<file path="src/rtl/lsu_pkg.sv">
// Shared definitions for the load/store unit: decoder codes, FSM states,
// the decoded access descriptor and small decode helpers.
package lsu_pkg;

  localparam logic [2:0] MEMREAD_NONE = 3'd0;
  localparam logic [2:0] MEMREAD_LB   = 3'd1;
  localparam logic [2:0] MEMREAD_LH   = 3'd2;
  localparam logic [2:0] MEMREAD_LW   = 3'd3;
  localparam logic [2:0] MEMREAD_LBU  = 3'd4;
  localparam logic [2:0] MEMREAD_LHU  = 3'd5;

  localparam logic [1:0] MEMWRITE_NONE = 2'd0;
  localparam logic [1:0] MEMWRITE_SB   = 2'd1;
  localparam logic [1:0] MEMWRITE_SH   = 2'd2;
  localparam logic [1:0] MEMWRITE_SW   = 2'd3;

  typedef enum logic [1:0] {
    ST_IDLE = 2'd0,
    ST_REQ  = 2'd1,
    ST_RESP = 2'd2
  } state_t;

  typedef enum logic [1:0] {
    SZ_BYTE = 2'd0,
    SZ_HALF = 2'd1,
    SZ_WORD = 2'd2
  } size_t;

  typedef struct packed {
    logic  store;
    size_t size;
    logic  uns;
  } op_t;

  // A store code always takes priority over any simultaneous load code.
  function automatic op_t decode_op(input logic [2:0] mem_read, input logic [1:0] mem_write);
    op_t op;
    op = '{store: 1'b0, size: SZ_WORD, uns: 1'b0};
    if (mem_write != MEMWRITE_NONE) begin
      op.store = 1'b1;
      case (mem_write)
        MEMWRITE_SB: op.size = SZ_BYTE;
        MEMWRITE_SH: op.size = SZ_HALF;
        default:     op.size = SZ_WORD;
      endcase
    end else begin
      case (mem_read)
        MEMREAD_LB:  op.size = SZ_BYTE;
        MEMREAD_LH:  op.size = SZ_HALF;
        MEMREAD_LBU: begin op.size = SZ_BYTE; op.uns = 1'b1; end
        MEMREAD_LHU: begin op.size = SZ_HALF; op.uns = 1'b1; end
        default:     op.size = SZ_WORD;
      endcase
    end
    return op;
  endfunction

  function automatic logic is_access(input logic [2:0] mem_read, input logic [1:0] mem_write);
    return (mem_write != MEMWRITE_NONE) ||
           ((mem_read >= MEMREAD_LB) && (mem_read <= MEMREAD_LHU));
  endfunction

  function automatic logic is_misaligned(input size_t size, input logic [1:0] lo);
    logic mis;
    case (size)
      SZ_HALF: mis = lo[0];
      SZ_WORD: mis = (lo != 2'b00);
      default: mis = 1'b0;
    endcase
    return mis;
  endfunction

endpackage

</file>
<file path="src/rtl/lsu_align.sv">
// Combinational lane logic: byte enables and store-data replication on the
// way out, lane selection and sign/zero extension on the way back.
module lsu_align
  import lsu_pkg::*;
(
  input  op_t         i_op,
  input  logic [1:0]  i_lo,
  input  logic [31:0] i_wdata,
  input  logic [31:0] i_mem_rdata,
  output logic [3:0]  o_be,
  output logic [31:0] o_wdata,
  output logic [31:0] o_load
);

  logic [7:0]  w_byte;
  logic [15:0] w_half;

  // Outbound byte enables and replicated store data.
  always_comb begin
    o_be    = 4'b0000;
    o_wdata = 32'h0000_0000;
    case (i_op.size)
      SZ_BYTE: begin
        o_be    = 4'b0001 << i_lo;
        o_wdata = {4{i_wdata[7:0]}};
      end
      SZ_HALF: begin
        o_be    = i_lo[1] ? 4'b1100 : 4'b0011;
        o_wdata = {2{i_wdata[15:0]}};
      end
      SZ_WORD: begin
        o_be    = 4'b1111;
        o_wdata = i_wdata;
      end
      default: begin
        o_be    = 4'b0000;
        o_wdata = 32'h0000_0000;
      end
    endcase
    if (!i_op.store) begin
      o_wdata = 32'h0000_0000;
    end else begin
      o_wdata = o_wdata;
    end
  end

  // Inbound lane select and extension.
  always_comb begin
    w_byte = 8'h00;
    w_half = 16'h0000;
    o_load = 32'h0000_0000;
    case (i_lo)
      2'd0:    w_byte = i_mem_rdata[7:0];
      2'd1:    w_byte = i_mem_rdata[15:8];
      2'd2:    w_byte = i_mem_rdata[23:16];
      2'd3:    w_byte = i_mem_rdata[31:24];
      default: w_byte = 8'h00;
    endcase
    w_half = i_lo[1] ? i_mem_rdata[31:16] : i_mem_rdata[15:0];
    case (i_op.size)
      SZ_BYTE: o_load = i_op.uns ? {24'h000000, w_byte} : {{24{w_byte[7]}}, w_byte};
      SZ_HALF: o_load = i_op.uns ? {16'h0000, w_half} : {{16{w_half[15]}}, w_half};
      SZ_WORD: o_load = i_mem_rdata;
      default: o_load = 32'h0000_0000;
    endcase
  end

endmodule

</file>
<file path="src/rtl/lsu.sv">
// Load/store unit: IDLE/REQ/RESP handshake FSM with wait counter, timeout
// and misalignment detection between the core and the data-memory bus.
module lsu
  import lsu_pkg::*;
#(
  parameter int MAX_WAIT = 16
) (
  input  logic        clk,
  input  logic        rst_n,
  input  logic [2:0]  MemRead,
  input  logic [1:0]  MemWrite,
  input  logic [31:0] addr,
  input  logic [31:0] wdata,
  output logic        stall,
  output logic [31:0] rdata,
  output logic        done,
  output logic        misalign,
  output logic        bus_err,
  output logic        mem_req,
  output logic        mem_we,
  output logic [31:0] mem_addr,
  output logic [3:0]  mem_be,
  output logic [31:0] mem_wdata,
  input  logic        mem_ack,
  input  logic [31:0] mem_rdata
);

  localparam int CW = $clog2(MAX_WAIT) + 1;
  localparam logic [CW-1:0] LAST_WAIT = CW'(MAX_WAIT - 1);

  state_t         r_state, w_next_state;
  op_t            r_op;
  logic [1:0]     r_lo;
  logic [CW-1:0]  r_wait;
  logic           r_done, r_misalign, r_bus_err;
  logic [31:0]    r_rdata;
  logic           r_mem_req, r_mem_we;
  logic [31:0]    r_mem_addr, r_mem_wdata;
  logic [3:0]     r_mem_be;

  op_t            w_op_in, w_align_op;
  logic           w_access, w_misal, w_timeout;
  logic [1:0]     w_align_lo;
  logic [3:0]     w_be;
  logic [31:0]    w_wdata_rep, w_load;

  assign w_op_in   = decode_op(MemRead, MemWrite);
  assign w_access  = is_access(MemRead, MemWrite);
  assign w_misal   = is_misaligned(w_op_in.size, addr[1:0]);
  assign w_timeout = (r_wait == LAST_WAIT);

  // Lane logic sees the live instruction in IDLE and the latched one afterwards.
  assign w_align_op = (r_state == ST_IDLE) ? w_op_in : r_op;
  assign w_align_lo = (r_state == ST_IDLE) ? addr[1:0] : r_lo;

  lsu_align u_align (
    .i_op        (w_align_op),
    .i_lo        (w_align_lo),
    .i_wdata     (wdata),
    .i_mem_rdata (mem_rdata),
    .o_be        (w_be),
    .o_wdata     (w_wdata_rep),
    .o_load      (w_load)
  );

  // Next-state decode.
  always_comb begin
    w_next_state = r_state;
    case (r_state)
      ST_IDLE: begin
        if (w_access) begin
          w_next_state = w_misal ? ST_RESP : ST_REQ;
        end else begin
          w_next_state = ST_IDLE;
        end
      end
      ST_REQ: begin
        if (mem_ack || w_timeout) begin
          w_next_state = ST_RESP;
        end else begin
          w_next_state = ST_REQ;
        end
      end
      ST_RESP: w_next_state = ST_IDLE;
      default: w_next_state = ST_IDLE;
    endcase
  end

  // State register, latched access, bus drive registers and result flags.
  always_ff @(posedge clk or negedge rst_n) begin
    if (!rst_n) begin
      r_state     <= ST_IDLE;
      r_op        <= '{store: 1'b0, size: SZ_WORD, uns: 1'b0};
      r_lo        <= 2'b00;
      r_wait      <= '0;
      r_done      <= 1'b0;
      r_misalign  <= 1'b0;
      r_bus_err   <= 1'b0;
      r_rdata     <= 32'h0000_0000;
      r_mem_req   <= 1'b0;
      r_mem_we    <= 1'b0;
      r_mem_addr  <= 32'h0000_0000;
      r_mem_be    <= 4'b0000;
      r_mem_wdata <= 32'h0000_0000;
    end else begin
      r_state <= w_next_state;
      case (r_state)
        ST_IDLE: begin
          if (w_access && !w_misal) begin
            r_op        <= w_op_in;
            r_lo        <= addr[1:0];
            r_mem_req   <= 1'b1;
            r_mem_we    <= w_op_in.store;
            r_mem_addr  <= {addr[31:2], 2'b00};
            r_mem_be    <= w_be;
            r_mem_wdata <= w_wdata_rep;
          end else if (w_access) begin
            r_done     <= 1'b1;
            r_misalign <= 1'b1;
            r_rdata    <= 32'h0000_0000;
          end
        end
        ST_REQ: begin
          r_wait <= r_wait + CW'(1);
          // An ack in the timeout cycle still completes normally.
          if (mem_ack || w_timeout) begin
            r_mem_req   <= 1'b0;
            r_mem_we    <= 1'b0;
            r_mem_addr  <= 32'h0000_0000;
            r_mem_be    <= 4'b0000;
            r_mem_wdata <= 32'h0000_0000;
            r_done      <= 1'b1;
            r_bus_err   <= !mem_ack;
            r_rdata     <= (mem_ack && !r_op.store) ? w_load : 32'h0000_0000;
          end
        end
        ST_RESP: begin
          r_wait     <= '0;
          r_done     <= 1'b0;
          r_misalign <= 1'b0;
          r_bus_err  <= 1'b0;
          r_rdata    <= 32'h0000_0000;
        end
        default: begin
          r_wait    <= '0;
          r_mem_req <= 1'b0;
        end
      endcase
    end
  end

  assign stall     = rst_n && (((r_state == ST_IDLE) && w_access) || (r_state == ST_REQ));
  assign rdata     = r_rdata;
  assign done      = r_done;
  assign misalign  = r_misalign;
  assign bus_err   = r_bus_err;
  assign mem_req   = r_mem_req;
  assign mem_we    = r_mem_we;
  assign mem_addr  = r_mem_addr;
  assign mem_be    = r_mem_be;
  assign mem_wdata = r_mem_wdata;

endmodule

</file>
<file path="config.mk">
export PLATFORM = sky130hd
export DESIGN_NAME = lsu
export DESIGN_NICKNAME = d
export VERILOG_FILES = /design/src/rtl/lsu_pkg.sv /design/src/rtl/lsu_align.sv /design/src/rtl/lsu.sv
export SDC_FILE = /design/constraint.sdc
export NUM_CORES = 1
export LEC_CHECK = 0
export CORE_UTILIZATION = 46
export DETAILED_ROUTE_END_ITERATION = 7
export GPL_TIMING_DRIVEN = 0
export PLACE_DENSITY = 0.79
export RECOVER_POWER = 50
export SYNTH_ARGS = -nofsm -noshare
export SYNTH_HDL_FRONTEND = slang
export SYNTH_HIERARCHICAL = 1
export SYNTH_SLANG_ARGS = --single-unit
</file>
<file path="constraint.sdc">
create_clock -name clk -period 4.4 [get_ports clk]
set_input_delay 0.66 -clock clk [delete_from_list [all_inputs] [get_ports clk]]
set_output_delay 0.66 -clock clk [all_outputs]
set_load 0.05 [all_outputs]
</file>
======== Yosys cells after proc, flatten, opt, wreduce, memory -nomap -nowiden ========
Index checks and enable logic that the tools add are counted.
storage, ports and cells
  output and inout port bits .............. 106
  register bits after elaboration ......... 118
operators by class
  equality and inequality tests ........... 20
  bitwise gates (word level) .............. 1
  muxes and demuxes ....................... 48
  reduce and logical (&&, ||, !) cells .... 29
  magnitude comparators ................... 2
  $add $sub $neg .......................... 1
  shifts and indexed selects .............. 1
operators by type and width
  operator               number
  $mux W32               10
  $pmux W32 S3           3
  $pmux W32 S2           2
  $pmux W8 S4            1
  $mux W16               1
  $mux W4                4
  $eq A2 B2 Y1 const B   6
  $pmux W2 S2            3
  $pmux W4 S3            1
  $eq A2 B1 Y1 const B   5
  $mux W1                10
  $mux W2                5
  $pmux W5 S2            1
  $reduce_bool A2 Y1     5
  $reduce_and A3 Y1      3
  $pmux W1 S2            4
  $pmux W4 S2            1
  $eq A3 B3 Y1 const B   2
  $logic_not A2 Y1       3
  $ne A2 B2 Y1 const B   3
  $pmux W1 S3            2
  $reduce_or A2 Y1       3
  $add A5 B1 Y5 const B  1
  $eq A5 B4 Y1 const B   1
  other kinds (13)       22

======== Longest topological paths before layout ========
Gate-level depths: netlist of run 1.
  depth in word-level cells ............... 10
  gate-level depth with buffers ........... 14
  gate-level depth less buffers ........... 10

======== Cells and area by module ========
The synthesis of run 1 kept the hierarchy.
modules (own cells, without submodules)
  module     cells each  instances  sequential area each (um^2)  area each (um^2)
  lsu        526         1          2904.0                       5470.2
  lsu_align  212         1          0.0                          1335.0

======== Worst setup path after synthesis of run 1 ========
No wires, ideal clock.
  kind .................................... input to register
  start ................................... input port MemRead[0]
  end ..................................... register r_lo[0]
  path buffers ............................ 1
  data arrival time ....................... 2.638 ns
  setup slack ............................. 1.637 ns
  required time ........................... 4.275 ns
  cell stages on the path ................. 9
  path through ............................ or3_4 -> a31oi_1 -> inv_1 -> ha_1 -> o21ai_1 -> a21oi_1 -> nor4_4 -> buf_12 -> mux2_4
RTL lines
  item                  line        text
  from (decl)           lsu.sv:10   input logic [2:0] MemRead,
  to (signal assigned)  lsu.sv:111  r_lo <= addr[1:0];
  to (decl)             lsu.sv:33   logic [1:0] r_lo;

==> summary.txt, run 1 <==
Timing
  – Slew Viols, Final: 0
  – Fin. Hold Viols: 0
  – Unrepaired setup endpoints after global routing: no
  – Setup TNS: 0 ns
  – Min setup slack post-route: 0.781 ns
  – Max Freq: 276 MHz
  – Final worst-path cycle share: 0.823
  – Max-slew headroom: 0.508
  – Worst-Margin Slew: 0.736 ns
  – Worst hold slack: 0.119 ns
  – Fin crit period: about 3.6 ns
  – Clk_skew: approximately 0.006 ns
  – # setup viols final: 0

Synth
  – Register bit count reported by yosys: around 120
  – Post-Syn Area: between 6000 and 7000 um^2
  – Synthesized area per cell: 9.22 um^2
  – Number of library cell types mapped by synthesis: 56
  – Yosys warnings: 6
  – Synth async-reset ratio: 1.00
  – Synth Flop Type: dfrtp_1
  – EDFF count, synth: 0
  – Seq/Total Area, Yosys: 0.427
  – Post-Synthesis Cells: around 740

Worst setup path
  – CP required: 4.68 ns
  – Type of origin of the critical path: input pin
  – Worst Setup Path Type: in2reg
  – Critical path arrival: between 3 and 4 ns
  – Worst stage delay on the critical path: 0.61 ns
  – Max FO, Critical Path: 9
  – CP Capture Type: flip-flop
  – CP max stage cell: nor2_1
  – Critical path, cell by cell: clkdlybuf4s50_1, or3_4, a31oi_1, mux2_2, buf_2, clkinv_1, nor2_1, o311ai_0, a22oi_1, o21ai_0

Clock tree
  – Clock transition at path regs: 0.06 ns
  – Clk buf depth: 2
  – CTS Root Cell: clkbuf_16
  – Hold-fix buffers, CTS: 0
  – Htree depth: 4
  – Clk Latency, worst-skew pair: approximately 0.42 ns
  – Post_cts resized: 0
  – CTS sink count: 116
  – Total CTS buffers: 17
  – Setup bufs post-CTS: 0
  – CTS tree: built

Global route
  – First-pass GRT wire length: 30,700 um
  – Gr ovfl total: 0
  – GRT Util Overall: 0.265
  – Initial antenna violation count: 0
  – Number of global-route vias before repair: between 5,000 and 6,000
  – Largest net degree at the start of global routing: between 80 and 90

Layout
  – P&R area growth vs syn: 43.0%
  – Layout Cells excl Fill: 1,163
  – Finished Core Util: 0.672
  – Commonest non-fill, non-tap cell in the layout: clkdlybuf4s50_1
  – Antenna fix cells: 0
  – Layout cells sized above 1: 0.0981
  – Commonest non-fill, non-tap cells in the layout: clkdlybuf4s50_1 (160), nand2_1 (131), dfrtp_1 (115)
  – FILL cells: 1,183
  – Nets@finish: 1,076

Placement
  – I/O Buffers: 207
  – Final Wtd Congestion: a little over 0.9
  – Placed cells: between 1,000 and 1,500
  – Detailed Place HPWL: around 14,000 um
  – Worst slack, placed: 0.478 ns

Hold path
  – Min-Delay Path Class: in2async

Power
  – VDD IR max: approximately 450 uV
  – Leakage: approximately 0.0044 uW
  – Pwr dens: 856 nW/um^2

Die
  – Die Width: roughly 120 um
  – Row count: 44
  – Core footprint: roughly 14,000 um^2
  – # IOs: 210
  – Die height: between 100 and 150 um
  – DIE AREA: roughly 15,000 um^2
  – Initial Utilization: 0.470

Routing
  – Post-route DRC violation count: 0
  – Routed length per instance: roughly 17 um
  – Drt total wl: slightly below 20,000 um
  – Antenna Violating Nets Remaining: 0
  – First DRT Iteration DRCs: ~510
  – Total vias in the final route: approximately 6,200
  – Vias per inst: roughly 5.3
  – Drt first pass iters: 5

Flow run
  – Maxcap violations: 0

Outcome
  – Status: finished, final reports clean
==> worst max-delay path, delay by kind of cell <==
kind | cells | cell delay (ns)
AND/OR/NAND/NOR | 2 | 1.03
AO/OA/AOI/OAI | 4 | 1.05
buffers and inverters | 3 | 0.93
multiplexers | 1 | 0.23
==> registers in the layout, summed over array words and instances (netlist names), 2 cells and up <==
register and cells:
rdata 32, r_state 2, r_lo 2, r_op 4, mem_wdata 32, r_wait 5
mem_be 4, mem_addr 30
==> final timing paths <==
check	startpoint	endpoint	slack, ns	depth (start not counted)
max	MemRead[1]	rdata[5]	0.78	10
min	rst_n	mem_wdata[15]	0.12	1
max reg2reg	r_state[0]	rdata[5]	1.10	11
min reg2reg	r_lo[1]	r_lo[1]	0.51	1
max in group asynchronous	rst_n	r_op[2]	3.55	2
min in group clk	r_lo[1]	r_lo[1]	0.51	1
==> synth_stat cells (all sizes together) (2+ instances only) <==
library cell	instances	area [um^2]
nand2	131	492
mux2i	79	795
o21ai	52	298
nor2	23	86.3
or3	3	25.0
mux2	18	225
clkbuf	26	97.6
inv	82	308
nand4	8	50.1
clkinv	2	7.51
o311ai	7	61.3
nor2b	12	75.1
o22ai	2	12.5
a21o	2	15.0
ha	6	75.1
a21oi	27	135
dfrtp	115	2880
and2	17	106
a22oi	41	308
buf	30	284
and3	10	62.6
o21a	19	143
nand2b	3	26.3
xor2	2	17.5
==> per-stage QoR <==
stage	cell area, um^2	power, uW
after floorplan	6810	5440
after global placement	9110	6920
after detailed placement	9140	6980
after CTS	9730	8400
after global routing	9730	8800
final	9730	8330
==> cell families after synthesis <==
group,Yosys count,synth area share
AND/OR/NAND/NOR,214,0.145
AO/OA/AOI/OAI,161,0.161
buffers and inverters,140,0.102
flip-flops,116,0.427
multiplexers,97,0.150
adder cells (fa/ha/maj),6,0.0110
XOR/XNOR,3,0.00386
other,1,0.000551
==> routing by layer <==
metal | part of all wire | vias to the layer above | global-route usage
li1 | - | 2948 | -
met5 | 0 | - | 0
met2 | 0.46 | 274 | 0.430
met3 | 0.079 | 22 | 0.0586
met1 | 0.44 | 2957 | 0.357
met4 | 0.012 | 0 | 0.0708
==> report_power, final <==
part	internal (uW)	total (uW)	switching, uW
clock	827	1380	555
sequential	1510	1780	273
combinational	1880	5160	3280
total	4220	8330	4110
==> final cells by class <==
| class | instances | area (um^2) | share of cell area |
|---|---|---|---|
| tap | 184 | 230 | 0.0237 |
| clock buffer | 19 | 453 | 0.0465 |
| clock inverter | 13 | 139 | 0.0143 |
| timing repair buffer | 208 | 2100 | 0.216 |
| multi-input combinational | 483 | 3210 | 0.330 |
| sequential | 116 | 2900 | 0.298 |
| buffer | 56 | 380 | 0.0391 |
| inverter | 84 | 315 | 0.0324 |
(Power assumes the default switching activity.)
==> run 2: changes to the inputs <==
Clock period 4.4 ns to 3.7 ns, I/O delays scaled along.
==> results of run 2 <==
The final DEF is identical to that of run 1. Status: finished, final reports clean.
Among the figures that moved: setup slack after placement 0.478 ns -> -0.117 ns; setup slack after layout 0.781 ns -> 0.186 ns; hold slack 0.119 ns -> 0.0144 ns; register-to-register setup slack 1.10 ns -> 0.40 ns; total power 8330 uW -> 9900 uW; worst IR drop on VDD 453 uV -> 539 uV
